$ cat src/rtl/regfile_multiport_sb_if.sv
// Bus bundle for the multi-port register file: write, alloc and read-port signals.
// Handshake: no valid/ready pair; wr_en and alloc_en are single-cycle strobes sampled on the rising clk edge, and reads are combinational with no flow control.
interface regfile_multiport_sb_if #(
    parameter int DATA_W   = 32,
    parameter int NUM_REGS = 32,
    parameter int ADDR_W   = 5,
    parameter int NUM_RD   = 2
);
    logic                     wr_en;
    logic [ADDR_W-1:0]        wr_addr;
    logic [DATA_W-1:0]        wr_data;
    logic                     alloc_en;
    logic [ADDR_W-1:0]        alloc_addr;
    logic [NUM_RD*ADDR_W-1:0] rd_addr;
    logic [NUM_RD*DATA_W-1:0] rd_data;
    logic [NUM_RD-1:0]        rd_pend;
    logic [NUM_REGS-1:0]      pend_vec;

    modport master (
        output wr_en, wr_addr, wr_data, alloc_en, alloc_addr, rd_addr,
        input  rd_data, rd_pend, pend_vec
    );

    modport slave (
        input  wr_en, wr_addr, wr_data, alloc_en, alloc_addr, rd_addr,
        output rd_data, rd_pend, pend_vec
    );
endinterface

$ cat src/rtl/regfile_multiport_sb.sv
// Multi-read, single-write register file with write-to-read bypass and a per-register
// pending scoreboard (alloc sets, writeback clears, alloc wins on a same-edge collision).
module regfile_multiport_sb #(
    parameter int DATA_W   = 32,
    parameter int NUM_REGS = 32,
    parameter int ADDR_W   = 5,
    parameter int NUM_RD   = 2,
    parameter int ZERO_REG = 1,
    parameter int BYPASS   = 1
) (
    input logic                   clk,
    input logic                   reset,
    regfile_multiport_sb_if.slave bus
);
    logic [DATA_W-1:0]              regs_q [NUM_REGS];
    logic [NUM_REGS-1:0]            pend_q;
    logic [NUM_REGS-1:0]            pend_d;
    logic                           wr_ok;
    logic                           alloc_ok;
    logic [NUM_RD-1:0][ADDR_W-1:0]  rd_addr;
    logic [NUM_RD-1:0][DATA_W-1:0]  rd_data;
    logic [NUM_RD-1:0]              rd_pend;

    // In range and not the hardwired zero register.
    function automatic logic writable(input logic [ADDR_W-1:0] a);
        return (32'(a) < NUM_REGS) && !((ZERO_REG != 0) && (a == '0));
    endfunction

    assign wr_ok    = bus.wr_en && writable(bus.wr_addr);
    assign alloc_ok = bus.alloc_en && writable(bus.alloc_addr);

    always_comb begin
        pend_d = pend_q;
        if (wr_ok) begin
            pend_d[bus.wr_addr] = 1'b0;
        end
        if (alloc_ok) begin
            pend_d[bus.alloc_addr] = 1'b1;
        end
    end

    always_ff @(posedge clk) begin
        if (reset) begin
            for (int r = 0; r < NUM_REGS; r++) begin
                regs_q[r] <= '0;
            end
            pend_q <= '0;
        end else begin
            if (wr_ok) begin
                regs_q[bus.wr_addr] <= bus.wr_data;
            end
            pend_q <= pend_d;
        end
    end

    assign rd_addr = bus.rd_addr;

    // Unreadable indices and the whole reset period read as zero / not pending.
    always_comb begin
        rd_data = '0;
        rd_pend = '0;
        for (int p = 0; p < NUM_RD; p++) begin
            if (!reset && writable(rd_addr[p])) begin
                if ((BYPASS != 0) && bus.wr_en && (bus.wr_addr == rd_addr[p])) begin
                    rd_data[p] = bus.wr_data;
                    rd_pend[p] = bus.alloc_en && (bus.alloc_addr == rd_addr[p]);
                end else begin
                    rd_data[p] = regs_q[rd_addr[p]];
                    rd_pend[p] = pend_q[rd_addr[p]];
                end
            end
        end
    end

    assign bus.rd_data  = rd_data;
    assign bus.rd_pend  = rd_pend;
    assign bus.pend_vec = pend_q;
endmodule

$ cat src/flat_wrapper.sv
// flat-port wrapper written by rule: the top's interface ports become plain ports
module regfile_multiport_sb_flat 
#(
    parameter int DATA_W   = 32,
    parameter int NUM_REGS = 32,
    parameter int ADDR_W   = 5,
    parameter int NUM_RD   = 2,
    parameter int ZERO_REG = 1,
    parameter int BYPASS   = 1
)
  (clk, reset, bus_wr_en, bus_wr_addr, bus_wr_data, bus_alloc_en, bus_alloc_addr, bus_rd_addr, bus_rd_data, bus_rd_pend, bus_pend_vec);
  regfile_multiport_sb_if #(.DATA_W(DATA_W), .NUM_REGS(NUM_REGS), .ADDR_W(ADDR_W), .NUM_RD(NUM_RD)) bus_i ();
  input logic clk;
  input logic reset;
  input wire logic [$bits(bus_i.wr_en)-1:0] bus_wr_en;
  input wire logic [$bits(bus_i.wr_addr)-1:0] bus_wr_addr;
  input wire logic [$bits(bus_i.wr_data)-1:0] bus_wr_data;
  input wire logic [$bits(bus_i.alloc_en)-1:0] bus_alloc_en;
  input wire logic [$bits(bus_i.alloc_addr)-1:0] bus_alloc_addr;
  input wire logic [$bits(bus_i.rd_addr)-1:0] bus_rd_addr;
  output wire logic [$bits(bus_i.rd_data)-1:0] bus_rd_data;
  output wire logic [$bits(bus_i.rd_pend)-1:0] bus_rd_pend;
  output wire logic [$bits(bus_i.pend_vec)-1:0] bus_pend_vec;
  assign bus_i.wr_en = bus_wr_en;
  assign bus_i.wr_addr = bus_wr_addr;
  assign bus_i.wr_data = bus_wr_data;
  assign bus_i.alloc_en = bus_alloc_en;
  assign bus_i.alloc_addr = bus_alloc_addr;
  assign bus_i.rd_addr = bus_rd_addr;
  assign bus_rd_data = bus_i.rd_data;
  assign bus_rd_pend = bus_i.rd_pend;
  assign bus_pend_vec = bus_i.pend_vec;
  regfile_multiport_sb #(.DATA_W(DATA_W), .NUM_REGS(NUM_REGS), .ADDR_W(ADDR_W), .NUM_RD(NUM_RD), .ZERO_REG(ZERO_REG), .BYPASS(BYPASS)) u_core (.clk(clk), .reset(reset), .bus(bus_i));
endmodule
$ cat config.mk
export PLATFORM = sky130hd
export DESIGN_NAME = regfile_multiport_sb_flat
export DESIGN_NICKNAME = d
export VERILOG_FILES = /design/src/rtl/regfile_multiport_sb_if.sv /design/src/rtl/regfile_multiport_sb.sv /design/src/flat_wrapper.sv
export SDC_FILE = /design/constraint.sdc
export NUM_CORES = 2
export LEC_CHECK = 0
export CAP_MARGIN = 10
export CORE_MARGIN = 2
export CORE_UTILIZATION = 50
export DETAILED_ROUTE_END_ITERATION = 12
export GPL_TIMING_DRIVEN = 0
export PLACE_DENSITY = 0.68
export SLEW_MARGIN = 20
export SYNTH_ARGS = -nofsm -noshare
export SYNTH_HDL_FRONTEND = slang
export SYNTH_SLANG_ARGS = --single-unit
$ cat constraint.sdc
create_clock -name clk -period 3.85 [get_ports clk]
set_input_delay 0.385 -clock clk [delete_from_list [all_inputs] [get_ports clk]]
set_output_delay 0.385 -clock clk [all_outputs]
set_load 0.005 [all_outputs]
[After elaboration in Yosys (flattened, before gate mapping)]
Memories as Yosys holds them, arrays and structs flattened.
Index checks and enable logic that the tools add are counted.
W data, S select, Z words.
Word-level totals
  memory bits (writable): 1024
  logic and storage cells: 61
  bits in registers: 32
  memories: 1
  bits of input ports: 56
Operators by class
  reductions and logical operators: 20
  mux-type cells: 26
  order comparisons: 6
  bitwise operators: 3
  equal/unequal tests: 4
Memory list
  u_core.regs_q: depth 32, width 32, read ports 2, clocked after Yosys merged registers in 0, wr ports 32, line regfile_multiport_sb.sv:15  | logic [DATA_W-1:0] regs_q [NUM_REGS];
Operators with widths (count)
  $mux W32: 7
  $and A32 B32 Y32: 1
  $not A32 Y32: 1
  $or A32 B32 Y32: 1
  $reduce_or A32 Y1: 1
  $lt A5 B6 Y1 const B: 4
  $eq A5 B5 Y1: 4
  $logic_not A5 Y1: 4
  $mux W1: 14
  $bmux W1 S5: 2
  $demux W1 S5: 2
  $ge A5 B1 Y1 const B: 2
  $logic_and A1 B1 Y1: 10
  $logic_not A1 Y1: 5
  $mux W5: 1

[Logic depth before layout (Yosys ltp)]
  word-level depth: 9
  mapped depth: 9

[Worst setup path before layout]
Ideal clock, no wire load.
  path type: input port to flip-flop
  start: in bus_wr_addr[0]
  end: mem u_core.regs_q[21][0] (enable)
  required time: 3420 ps
  cell stages on the path: 4
  data arrival time: 2557 ps
  path slack: 863 ps
  library setup time: 430 ps
  path through: buf_2 -> nor2b_1 -> nand2_1 -> o21bai_1
RTL lines
  start: declaration: line flat_wrapper.sv:16  | input wire logic [$bits(bus_i.wr_addr)-1:0] bus_wr_addr;
  end: declaration: line regfile_multiport_sb.sv:15

[Final worst setup path]
  start: in bus_rd_addr[6]
  end: out bus_rd_data[38]
On the way
  word-level cells in the longest chain between the ends: 4
RTL lines
  start: declaration: line flat_wrapper.sv:20  | input wire logic [$bits(bus_i.rd_addr)-1:0] bus_rd_addr;
  parallel branches: the longest is 3 deep, another holds $mem_v2 Z32 W32
  $mux W32 *: line regfile_multiport_sb.sv:63  | if (!reset && writable(rd_addr[p])) begin
  end: declaration: line flat_wrapper.sv:21  | output wire logic [$bits(bus_i.rd_data)-1:0] bus_rd_data;
Every way passes the cells marked *.

==> flow_metrics.tcl <==
set metrics [dict create \
    status "complete, but fails checks" \
    violations "negative setup slack" \
    path_class "primary input to output pin" \
    clock-sinks 1056 \
    yosysMostFrequentCell "edfxtp_1" \
    drtAntennaViolNets 0 \
    ys_ff_latch 1056 \
    path_clk_slew_ns 0.06 \
    path_cells "buf_4 -> buf_4 -> clkbuf_4 -> mux4_2 -> o22ai_1 -> o211ai_1 -> o2111a_2 -> clkdlybuf4s50_1" \
    synth_top_cells_by_count "1024 x edfxtp_1, 998 x and2_1, 453 x mux4_2" \
    synthCells 3956 \
    yosysUniqueCellTypes 61 \
    syn2layout_area_growth_pct 15.9 \
    layout.nets 4345 \
    slew_headroom_pct 20.4 \
    drv_cap 0 \
    p_leak_nw 22.8 \
    ir_drop_v 0.000456 \
    port_buffers 140 \
    synth-adder-area-share_pct 0 \
    period_minus_slack_ns 4.03 \
    seq_area_frac_synth_pct 55.1 \
    grt_max_degree 34 \
    r2r_cells 2 \
    synth_top_family_by_area "multiplexers" \
    yosysTopAreaCell "edfxtp_1" \
    p_switching_mw 7.97 \
    die_y_microns 341 \
    syn_avg_cell_area_sq_um 14.4 \
    startpoint_type "primary input" \
    internal_power_mw 21.2 \
    io_pins 154 \
    syn_area_sq_um 56900 \
    worst_hold_slack_ns 0.218 \
    die_x_microns 341 \
    antenna_found_initial 27 \
    hpwl_microns 180000 \
    hold_buffers 0 \
    synth_top_area_share_pct 54.0 \
    gp_congestion 1.02 \
    drt-initial-drc-count 7449 \
    num_rows 123 \
    hold_violations 0 \
    wl_microns 249000 \
    cts_buffers 113 \
    setup_ws_ns -0.177 \
    grt_usage_pct 42.3 \
    hp-class "primary input to flop" \
    layoutNonFillerInstCount 5900 \
    core_area_sq_um 113000 \
    setup_viol 32 \
    critical_path_arrival_ns 3.64 \
    synthArstFlopShare_pct 0 \
    synthMuxAreaShare_pct 20.9 \
    pwr-share-seq_pct 46.6 \
    firstDrtPassIters 8 \
    cts_buffer_depth 3 \
    root_buffer "clkbuf_16" \
    drt-wirelength-per-cell_microns 42.1 \
    synth_edf_count 1024 \
    htree_num_levels 3 \
    finalClockSkew_ns 0 \
    critPathSlowestCell "o211ai_1" \
    via_per_inst 7.17 \
    switching_share_pct 27.4 \
    ys_warn_count 0 \
    drive_gt1_share_pct 22.9 \
    drt_drc_violations_left 0 \
    max_freq_mhz 248 \
    die-area_sq_um 117000 \
    cpPeakStageDelay_ns 0.77 \
    ys_dominant_reg_cell "edfxtp_1" \
    yosys.area_share.simple_pct 12.9 \
    grt_pass1_vias 39900 \
    slew_viol_final 0 \
    cp.required_ns 3.46 \
    p_comb_share_pct 14.6 \
    netlist_top_cells_area "edfxtp_1 54%, mux4_2 18%, and2_1 11%, mux2i_1 2.8%, clkbuf_1 2.0%" \
    period_share_pct 105 \
    crit_fanout 10 \
    dp.cells 5664 \
    worstMarginPinSlew_ns 1.19 \
    min_path_cells 3 \
    tritoncts "yes" \
    grt_pass1_wl_microns 331000 \
    synth_compound_area_share_pct 7.21 \
    power_frac_clock_pct 38.8 \
    clk_latency_ns 0.74 \
    grt_overflow 0 \
    synth_xor_area_share_pct 0.308 \
    critPathCaptureType "output pin" \
    p_per_area_nw_per_um2 441 \
    cp_common_cell "buf_4" \
    initial_core_util_pct 50.5 \
    vias 42300 \
]
## power by group through the flow
stage          clock (mW)  sequential (mW)  combinational (mW)
6_report             11.3             13.6                4.24
5_1_grt              11.6             13.6                4.23
4_1_cts              11.2             13.5                4.01
3_5_place_dp            0             13.8                3.91
3_3_place_gp            0             13.8                3.77
2_1_floorplan           0             13.7                2.10
## per-stage QoR
stage               utilization (%)  power [mW]  area, sq um  setup TNS [ns]  setup slack [ns]
floorplan                         -        15.8        57000               0             0.863
global placement               53.5        17.6        60300         -967.09             -2.31
detailed placement             54.5        17.7        61300          -71.09             -1.40
CTS                            58.4        28.7        65800               0           0.00251
global route                   58.6        29.4        66000        -0.00246          -0.00197
finish                         58.6        29.1        66000           -1.62            -0.177
## what timing repair did
| item | CTS | global route |
|---|---|---|
| endpoints found under the setup margin | 66 | 51 |
| resized for setup | 235 | 82 |
| pin swaps | 11 | 10 |
| hold endpoints to repair | 0 | 0 |
| setup buffers | 9 | 4 |
## sequential cells by signal (all words and copies together), names as in the netlist
| register | flops |
|---|---|
| u_core.regs_q | 1024 |
| u_core.bus.pend_vec | 32 |
## worst paths after layout
check	endpoint	slack (ns)	start
min	u_core.bus.pend_vec[3]	0.22	bus_alloc_addr[0]
max	bus_rd_data[38]	-0.18	bus_rd_addr[6]
max reg2reg	u_core.bus.pend_vec[11]	2.82	u_core.bus.pend_vec[11]
min reg2reg	u_core.bus.pend_vec[0]	0.51	u_core.bus.pend_vec[0]
## cells by family (layout without fill, tap and decap cells)
logic type / count (synthesis) / count (layout)
compound gates: 575 / 575
xor+xnor: 20 / 20
buf+inv: 461 / 861
flops: 1056 / 1056
mux: 618 / 618
other cells: 1 / 45
simple gates: 1225 / 1225
## placed cells by master, fill, tap and decap left out, drive strengths merged, types with 32 or more instances in the layout
master / synthesis / final
a21oi: 93 / 93
a221oi: 49 / 49
a22oi: 129 / 129
and2: 999 / 999
buf: 122 / 165
clkbuf: 303 / 448
clkdlybuf4s50: 0 / 133
clkinv: 1 / 51
conb: 1 / 32
dfxtp: 32 / 32
edfxtp: 1024 / 1024
inv: 35 / 39
mux2i: 157 / 157
mux4: 454 / 454
nand2: 64 / 64
nor2: 68 / 68
o211ai: 32 / 32
o21ai: 62 / 62
o22ai: 66 / 66
## metal layers
layer  GRT usage (%)  vias up  part of all wire [%]
met1            53.8    21300                    34
met4            24.5       23                   6.8
met3            17.4      894                    16
li1                -    16000                     -
met2            61.1     4074                    43
met5               0        -                 0.073
## cell type report
cell class              count  area [sq um]
fillers                  8883         46700
clock buffers             141          3020
flip-flops and latches   1056         31400
well taps                1500          1880
diodes                     13          32.5
clock inverters            72           733
inverters                  36           141
multi-input cells        2470         24200
repair buffers            190          2250
plain buffers             422          2340
## worst max-delay path: cells and delay by family
family	cells	cell delay (ns)
mux	1	0.34
buf+inv	4	1.58
compound gates	3	1.30
(Power assumes the default switching activity.)
